===== src/rtl/video_pkg.sv =====
// video_pkg: capture-state encodings and the RBG<->RGB channel swap shared by the
// video-in and video-out bridges.
`default_nettype none

package video_pkg;

  typedef enum logic [1:0] {
    WAIT_SOF = 2'b00,
    CAPTURE  = 2'b01,
    DROP     = 2'b10
  } cap_state_t;

  // Source pixels arrive as {R,B,G}; the stream carries {R,G,B}.
  function automatic logic [23:0] rbg_to_rgb(input logic [23:0] rbg);
    return {rbg[23:16], rbg[7:0], rbg[15:8]};
  endfunction

endpackage

`default_nettype wire


===== src/rtl/axis_sync_fifo.sv =====
// axis_sync_fifo: single-clock first-word-fall-through FIFO with occupancy counter.
// Rev 1.0
`default_nettype none

module axis_sync_fifo #(
  parameter int WIDTH = 26,
  parameter int DEPTH = 32
) (
  input  logic             clk,
  input  logic             rst,
  input  logic             push,
  input  logic [WIDTH-1:0] din,
  input  logic             pop,
  output logic [WIDTH-1:0] dout,
  output logic             full,
  output logic             empty
);

  localparam int AW = $clog2(DEPTH);

  logic [AW:0]      count;
  logic [AW-1:0]    wr_ptr;
  logic [AW-1:0]    rd_ptr;
  logic [WIDTH-1:0] mem [DEPTH];
  logic             do_push;
  logic             do_pop;

  assign full    = (count == (AW+1)'(DEPTH));
  assign empty   = (count == '0);
  assign do_pop  = pop & ~empty;
  // A pop frees the slot this cycle, so a push at full is still accepted.
  assign do_push = push & (~full | do_pop);

  always_ff @(posedge clk or posedge rst) begin
    if (rst) begin
      count  <= '0;
      wr_ptr <= '0;
      rd_ptr <= '0;
    end else begin
      if (do_push) wr_ptr <= wr_ptr + AW'(1);
      if (do_pop)  rd_ptr <= rd_ptr + AW'(1);
      case ({do_push, do_pop})
        2'b10:   count <= count + (AW+1)'(1);
        2'b01:   count <= count - (AW+1)'(1);
        default: count <= count;
      endcase
    end
  end

  always_ff @(posedge clk) begin
    if (do_push) mem[wr_ptr] <= din;
  end

  // Gating on empty keeps the output at zero in reset without resetting the array.
  assign dout = empty ? '0 : mem[rd_ptr];

endmodule

`default_nettype wire


===== src/rtl/video_to_axis.sv =====
// video_to_axis: VTC-timed parallel RGB capture into an AXI-Stream with tuser/tlast
// markers; overruns drop the rest of the frame and resync on the next vsync.
`default_nettype none

module video_to_axis
  import video_pkg::*;
#(
  parameter int STREAM_WIDTH     = 24,
  parameter int VIDEO_DATA_WIDTH = 24,
  parameter int FIFO_DEPTH       = 32
) (
  input  logic                        video_clk,
  input  logic                        reset,
  input  logic [VIDEO_DATA_WIDTH-1:0] vid_data,
  input  logic                        vid_active_video,
  input  logic                        vid_hsync,
  input  logic                        vid_vsync,
  output logic [STREAM_WIDTH-1:0]     m_axis_tdata,
  output logic                        m_axis_tvalid,
  input  logic                        m_axis_tready,
  output logic                        m_axis_tuser,
  output logic                        m_axis_tlast,
  output logic                        locked,
  output logic                        overflow,
  input  logic                        overflow_clr
);

  localparam int FW = STREAM_WIDTH + 2;

  logic [VIDEO_DATA_WIDTH-1:0] data_d1;
  logic                        active_d1;
  logic                        vsync_d1;
  logic                        hsync_d1;
  logic                        unused_hsync;

  cap_state_t state;
  cap_state_t state_next;

  logic          sof_pending;
  logic          vsync_rise;
  logic          pop;
  logic          fifo_full;
  logic          fifo_empty;
  logic          write;
  logic          overrun;
  logic [FW-1:0] wr_word;
  logic [FW-1:0] rd_word;

  always_ff @(posedge video_clk or posedge reset) begin
    if (reset) begin
      data_d1   <= '0;
      active_d1 <= 1'b0;
      vsync_d1  <= 1'b0;
      hsync_d1  <= 1'b0;
    end else begin
      data_d1   <= vid_data;
      active_d1 <= vid_active_video;
      vsync_d1  <= vid_vsync;
      hsync_d1  <= vid_hsync;
    end
  end

  // Line boundaries come from active_video only.
  assign unused_hsync = hsync_d1;

  assign vsync_rise = vid_vsync & ~vsync_d1;
  assign pop        = m_axis_tvalid & m_axis_tready;

  // tlast looks ahead at the raw qualifier; a coincident vsync_rise leaves the pixel untagged.
  assign wr_word = {sof_pending & ~vsync_rise,
                    active_d1 & ~vid_active_video,
                    STREAM_WIDTH'(rbg_to_rgb(24'(data_d1)))};

  always_ff @(posedge video_clk or posedge reset) begin
    if (reset) state <= WAIT_SOF;
    else       state <= state_next;
  end

  always_comb begin
    state_next = state;
    write      = 1'b0;
    overrun    = 1'b0;
    case (state)
      WAIT_SOF, DROP: begin
        if (vsync_rise) state_next = CAPTURE;
      end
      CAPTURE: begin
        if (active_d1) begin
          if (fifo_full && !pop) begin
            overrun    = 1'b1;
            state_next = DROP;
          end else begin
            write = 1'b1;
          end
        end
      end
      default: state_next = WAIT_SOF;
    endcase
  end

  always_ff @(posedge video_clk or posedge reset) begin
    if (reset) begin
      sof_pending <= 1'b0;
      overflow    <= 1'b0;
    end else begin
      if (vsync_rise)  sof_pending <= 1'b1;
      else if (write)  sof_pending <= 1'b0;
      if (overrun)           overflow <= 1'b1;
      else if (overflow_clr) overflow <= 1'b0;
    end
  end

  axis_sync_fifo #(
    .WIDTH (FW),
    .DEPTH (FIFO_DEPTH)
  ) u_fifo (
    .clk   (video_clk),
    .rst   (reset),
    .push  (write),
    .din   (wr_word),
    .pop   (pop),
    .dout  (rd_word),
    .full  (fifo_full),
    .empty (fifo_empty)
  );

  assign m_axis_tvalid = ~fifo_empty;
  assign m_axis_tuser  = rd_word[FW-1];
  assign m_axis_tlast  = rd_word[FW-2];
  assign m_axis_tdata  = rd_word[STREAM_WIDTH-1:0];
  assign locked        = (state == CAPTURE);

endmodule

`default_nettype wire

===== config.mk =====
export PLATFORM = sky130hd
export DESIGN_NAME = video_to_axis
export DESIGN_NICKNAME = d
export VERILOG_FILES = /design/src/rtl/video_pkg.sv /design/src/rtl/axis_sync_fifo.sv /design/src/rtl/video_to_axis.sv
export SDC_FILE = /design/constraint.sdc
export NUM_CORES = 1
export LEC_CHECK = 0
export BUFFER_PORTS_ARGS = -buffer_cell sky130_fd_sc_hd__buf_4
export CAP_MARGIN = 15
export CORE_MARGIN = 1
export CORE_UTILIZATION = 30
export DETAILED_ROUTE_END_ITERATION = 10
export SETUP_SLACK_MARGIN = 0.15
export SLEW_MARGIN = 25
export SYNTH_ARGS = -nofsm -noshare
export SYNTH_HDL_FRONTEND = slang
export SYNTH_HIERARCHICAL = 1
export SYNTH_SLANG_ARGS = --single-unit

===== constraint.sdc =====
create_clock -name video_clk -period 10.3 [get_ports video_clk]
set_input_delay 1.545 -clock video_clk [delete_from_list [all_inputs] [get_ports video_clk]]
set_output_delay 1.545 -clock video_clk [all_outputs]
set_load 0.1 [all_outputs]

# ---- Word-level counts from Yosys, hierarchy flattened
# Memories as Yosys holds them, arrays and structs flattened.
# Index checks and enable logic that the tools add are counted.
dict set report word_totals {
  reg_bits 46
  n_memories 1
  input_bits 31
  wordCells 61
  output_inout_bits 29
  ram_bits 832
}
# name depth word_bits read_ports rd_ports_with_merged_regs write_ports line
set mem_list {}
lappend mem_list {u_fifo.mem 32 26 1 0 1 axis_sync_fifo.sv:24} ;# logic [WIDTH-1:0] mem [DEPTH];
dict set report classes {
  n_bitwise 12
  n_eq_ne 8
  mux 18
  add_sub_neg 4
  reduce_logical 9
}
# op n
set ops {}
lappend ops {{2-to-1 mux 26 bit} 1}
lappend ops {{2-to-1 mux 1 bit} 12}
lappend ops {{one-hot mux 6 bit (2 select lines)} 1}
lappend ops {{adder 5 x 1 -> 5 bit, second input constant} 2}
lappend ops {{adder 6 x 1 -> 6 bit, second input constant} 1}
lappend ops {{bitwise AND 1 bit} 6}
lappend ops {{== test 6 bit, second input constant} 1}
lappend ops {{zero test 6 bit} 1}
lappend ops {{2-to-1 mux 2 bit} 3}
lappend ops {{nonzero test 2 bit} 3}
lappend ops {{subtractor 6 x 1 -> 6 bit, second input constant} 1}
lappend ops {{inverter 1 bit} 5}
lappend ops {{== test 2 x 1 -> 1 bit, second input constant} 2}
lappend ops {{== test 2 bit, second input constant} 2}
lappend ops {{inequality test 2 x 1 -> 1 bit, second input constant} 2}
lappend ops {{one-hot mux 2 bit (2 select lines)} 1}
lappend ops {{AND reduction 3 bit} 1}
lappend ops {{zero test 2 bit} 1}
lappend ops {{inequality test 2 bit, second input constant} 1}
lappend ops {{OR reduction 2 bit} 1}
lappend ops {{logical AND 1 bit} 1}
lappend ops {{zero test 1 bit} 1}
lappend ops {{bitwise OR 1 bit} 1}

# ---- Longest topological paths before layout
dict set report logic_depth {
  ltp_word 11
  depth_mapped 15
  depth_no_buf 14
}

# ---- By module
# Netlist, hierarchy kept.
# mod area_per_inst_um2 instances cells_each seq_area_each_um2
set modules_own_cells {}
lappend modules_own_cells {axis_sync_fifo 32566.2 1 1504 25384.3}
lappend modules_own_cells {video_to_axis 882.1 1 49 750.7}

# ---- Worst setup path after synthesis
# OpenSTA, ideal clock, no wires.
dict set report synth_timing {
  kind {reg2out}
  from {reg u_fifo.rd_ptr[0]}
  to {out m_axis_tdata[10]}
  required_time_ns 8.755
  n_path_buf 4
  path_slack_ns 5.231
  t_arrival_ns 3.524
  path_stages_with_launch 9
  cell_sequence {dfrtp_1 buf_2 buf_4 buf_2 buf_4 mux2i_1 o221ai_1 a211oi_1 nor3_1}
}
dict set report synth_via {
  elab_chain_cells 2
}
# item line
set synth_lines {}
lappend synth_lines {{from (decl)} axis_sync_fifo.sv:23} ;# logic [AW-1:0] rd_ptr;
lappend synth_lines {{from (signal assigned)} axis_sync_fifo.sv:41} ;# if (do_pop) rd_ptr <= rd_ptr + AW'(1);
lappend synth_lines {{memory (32 x 26 bit)} -}
lappend synth_lines {{2-to-1 mux 26 bit} axis_sync_fifo.sv:55} ;# assign dout = empty ? '0 : mem[rd_ptr];
lappend synth_lines {{to (decl)} video_to_axis.sv:18} ;# output logic [STREAM_WIDTH-1:0] m_axis_tdata,
# No other way between the ends.

# ---- Worst setup path in the final report
dict set report layout_timing {
  from {reg u_fifo.rd_ptr[2]}
  to {out m_axis_tdata[17]}
}
# The elaborated chain is that of the path after synthesis.

==> summary.txt <==
CTS
  • Buffers inserted by post-CTS timing repair: 0
  • Post-CTS sizing: 0
  • Maximum level of the CTS H-tree: 3
  • TritonCTS clock tree: built
  • Number of clock sinks seen by CTS: 878
  • Clock latency of the later-clocked register in the worst-skew pair: 0.64 ns
  • Buffer levels on the longest clock path: 3
  • CTS Hold Buffers Added: 0
  • Clock input transition at the sequential cells of the worst setup and hold paths: 0.06 ns
  • TritonCTS Buffers: 83
  • Root Buffer: sky130_fd_sc_hd__clkbuf_16

Timing
  • Max Fclk: 153 MHz
  • Setup repair after global routing missed its margin: no
  • Worst slew slack as a fraction of its limit: 26.7%
  • Period utilisation layout: 63.4%
  • Post-Route Hold Slack: 0.522 ns
  • Setup Skew: 0.0182 ns
  • Shortest period the worst path allows: 6.53 ns
  • Sum of negative setup slack: 0 ns
  • Pins over their slew limit: 0
  • Final count of hold timing violations: 0
  • Slew @ Worst Pin: 1.09 ns
  • Endpoints failing setup: 0

Layout
  • Fraction of layout instances using a drive strength above 1: 27.1%
  • Growth of design area from synthesis to finish: 15.7%
  • Net count, final: 1,687
  • Post-Route Utilization: 35.0%

Global route
  • Met2 capacity usage during global routing: 20.6%
  • GR met1 Demand/Resource: 20.5%
  • Most Used Layer, Global Route: met2
  • Pin count of the biggest net entering global routing: 134
  • Vias in the first global route: 16,500
  • Global routing usage on met3: 3.96%
  • First-pass GRT wire length: 114,000 µm
  • Global-route congestion overflow total: 0
  • Antenna violations before repair: 2
  • Total routing resource utilization after global routing: 14.1%

Floorplanning
  • Die outline area: 0.113 mm²
  • Die width: 336 µm
  • # IOs: 60
  • Chip height: 336 µm
  • Placeable core region: 0.111 mm²
  • Starting density of the core: 30.2%
  • Number of placement rows: 122

Place
  • Buffers added on ports: 58
  • Detail Placement HPWL: 43,200 µm
  • Final RePlAce weighted congestion: 0.750

Pwr
  • Share of power burned in registers: 39.0%
  • Power dissipated by switching net loads: 4.10 mW
  • Switching portion of total power: 36.7%
  • Clock network power share: 26.9%
  • Leakage power: 12.2 nW
  • Total power: 11.2 mW
  • IR Drop Worst-Case VDD: 0.171 mV
  • Share of power burned in combinational logic: 34.1%
  • Power per cell area: 289 mW/mm²
  • Int Pwr: 7.08 mW

Drt
  • Vias post-DR: 16,100
  • Post-Route WL: 79,000 µm
  • Detailed router's first-iteration violation count: 1,699
  • Count of TritonRoute iterations in the first routing pass: 5
  • Number of remaining DRC errors: 0
  • Vias per Instance: 5.03
  • Number of nets with antenna violations after routing: 0
  • Detail-routed net length per standard cell: 24.6 µm

Setup path
  • Worst Path Class, Setup: reg -> out
  • Critical Path Source Type: flop
  • Required time of the critical path: 8.76 ns
  • Critical path endpoint category: primary output
  • Top fanout value on the critical path: 57
  • Endpoint arrival time on the critical path: 4.99 ns

Yosys
  • Synthesized instance count: 1,553
  • Total standard cell area after synthesis: 0.0334 mm²
  • Post-synthesis sequential area ratio: 78.1%
  • Number of enable flip-flop cells after synthesis: 832
  • Share of synthesized registers carrying an async set or reset: 5.24%
  • Syn_nets: 1,594
  • Largest cells by area after synthesis: sky130_fd_sc_hd__edfxtp_1 (75%), sky130_fd_sc_hd__mux4_2 (11%), sky130_fd_sc_hd__dfrtp_1 (3.4%), sky130_fd_sc_hd__mux2i_1 (3.1%), sky130_fd_sc_hd__a22o_1 (1.3%)
  • Number of different library cells in the post-synthesis netlist: 53
  • Total of flip-flops plus latches after synthesis: 878
  • Main flop type after synthesis: sky130_fd_sc_hd__edfxtp_1
  • Mean Syn Cell Area: 21.5 µm²
  • Yosys top cell by area: sky130_fd_sc_hd__edfxtp_1
  • Number of warnings issued by yosys: 6
  • Area share of the largest cell type after synthesis: 74.7%

Outcome
  • Result of the run: finished, final reports clean

Flow run
  • Max-Cap Viols: 0

Hold path
  • Worst min-delay path class: reg -> reg
==> layout make-up <==
class                           instances  area (µm²)
Inverter                               15        56.3
Fill cell                           10200       72000
Antenna cell                            5        12.5
Tap cell                             1488        1860
Sequential cell                       878       26200
Multi-Input combinational cell        570        7070
Clock buffer                          103        2250
Clock inverter                         51         432
Timing Repair Buffer                   98         842
==> metal layers <==
layer	vias to the layer above	part of all wire, %
met5	-	0.015
met4	2	1.8
met2	608	44
li1	6742	-
met3	110	9.2
met1	8680	45
==> critical path, stage by stage (launching register included) <==
cell	delay, ns
sky130_fd_sc_hd__dfrtp_4	0.94
sky130_fd_sc_hd__buf_4	0.88
sky130_fd_sc_hd__nand2_1	0.14
sky130_fd_sc_hd__or2_4	0.57
sky130_fd_sc_hd__o221ai_1	0.31
sky130_fd_sc_hd__a211oi_1	0.16
sky130_fd_sc_hd__nor3_1	0.81
sky130_fd_sc_hd__buf_4	0.43
==> final timing paths <==
path	startpoint	end	slack [ns]	cells past startpoint
worst max-delay path	u_fifo/rd_ptr[2]	m_axis_tdata[17]	3.77	7
min in group asynchronous	reset	sof_pending	1.01	2
worst min register to register	sof_pending	sof_pending	0.52	2
worst min-delay path	sof_pending	sof_pending	0.52	2
worst max register to register	u_fifo/count[0]	u_fifo/mem[27][15]	5.49	10
max in group asynchronous	reset	u_fifo/rd_ptr[0]	8.70	2
==> synthesized netlist by cell type (3+ instances only) <==
cell type,number
sky130_fd_sc_hd__edfxtp_1,832
sky130_fd_sc_hd__mux4_2,157
sky130_fd_sc_hd__mux2i_1,105
sky130_fd_sc_hd__a22o_1,51
sky130_fd_sc_hd__dfrtp_1,46
sky130_fd_sc_hd__clkbuf_1,44
sky130_fd_sc_hd__nor2_1,39
sky130_fd_sc_hd__nor3_1,27
sky130_fd_sc_hd__o22ai_1,27
sky130_fd_sc_hd__a2111oi_0,26
sky130_fd_sc_hd__a211oi_1,26
sky130_fd_sc_hd__o221ai_1,25
sky130_fd_sc_hd__buf_2,20
sky130_fd_sc_hd__buf_4,16
sky130_fd_sc_hd__inv_1,14
sky130_fd_sc_hd__nand2_1,11
sky130_fd_sc_hd__xnor2_1,10
sky130_fd_sc_hd__buf_1,9
sky130_fd_sc_hd__ha_1,9
sky130_fd_sc_hd__nand3_1,6
sky130_fd_sc_hd__o21ai_0,5
sky130_fd_sc_hd__mux2_2,4
sky130_fd_sc_hd__nor2b_1,4
sky130_fd_sc_hd__a21oi_1,3
sky130_fd_sc_hd__nand3b_1,3
sky130_fd_sc_hd__or2_2,3
==> flip-flops by register name, summed over array words and instances (netlist names) <==
signal         flops
u_fifo/mem       832
data_d1           24
u_fifo/count       6
u_fifo/rd_ptr      5
u_fifo/wr_ptr      5
state              2
active_d1          1
overflow           1
sof_pending        1
vsync_d1           1
==> placed cells by master, fill, tap and decap left out, drive strengths merged, types with 2 or more instances in the layout <==
master / count
edfxtp: 832
mux4: 157
mux2i: 105
clkbuf: 103
buf: 98
a22o: 51
dfrtp: 46
nor2: 39
clkinv: 35
o22ai: 27
nor3: 27
a211oi: 27
a2111oi: 26
o221ai: 25
inv: 21
nand2: 12
xnor2: 10
ha: 9
o21ai: 7
nand3: 7
bufinv: 6
diode: 5
clkinvlp: 4
mux2: 4
nor2b: 4
nand3b: 3
a21oi: 3
nand2b: 3
or2: 3
or3: 3
nand4: 2
or3b: 2
a21o: 2
==> per-stage QoR <==
stage | setup WS, ns | area (µm²) | cells
2_1_floorplan | 5.23 | 33400 | 1553
3_3_place_gp | 4.20 | 35800 | 3043
3_5_place_dp | 4.31 | 35900 | 3047
4_1_cts | 3.61 | 38600 | 3201
5_1_grt | 3.52 | 38700 | 3203
6_report | 3.77 | 38700 | 3208
==> cell families (layout without fill, tap and decap cells) <==
group	after synthesis	after routing	share of synthesized area, %
multiplexers	266	266	13.8
flip-flops	878	878	78.1
XOR/XNOR	11	11	0.288
other	0	5	0
AO/OA/AOI/OAI	175	175	4.26
buffers and inverters	105	267	1.46
AND/OR/NAND/NOR	108	108	1.62
adder cells (fa/ha/maj)	10	10	0.397
==> power by group through the flow <==
stage	Sequential (mW)	Clock, mW	Combinational [mW]
after global routing	4.40	3.20	4.01
after global placement	4.42	0	3.77
final	4.36	3.01	3.81
after floorplan	4.27	0	2.82
after CTS	4.37	3.07	3.82
after detailed placement	4.45	0	3.82
No activity file was read; power rests on OpenSTA's default activity.
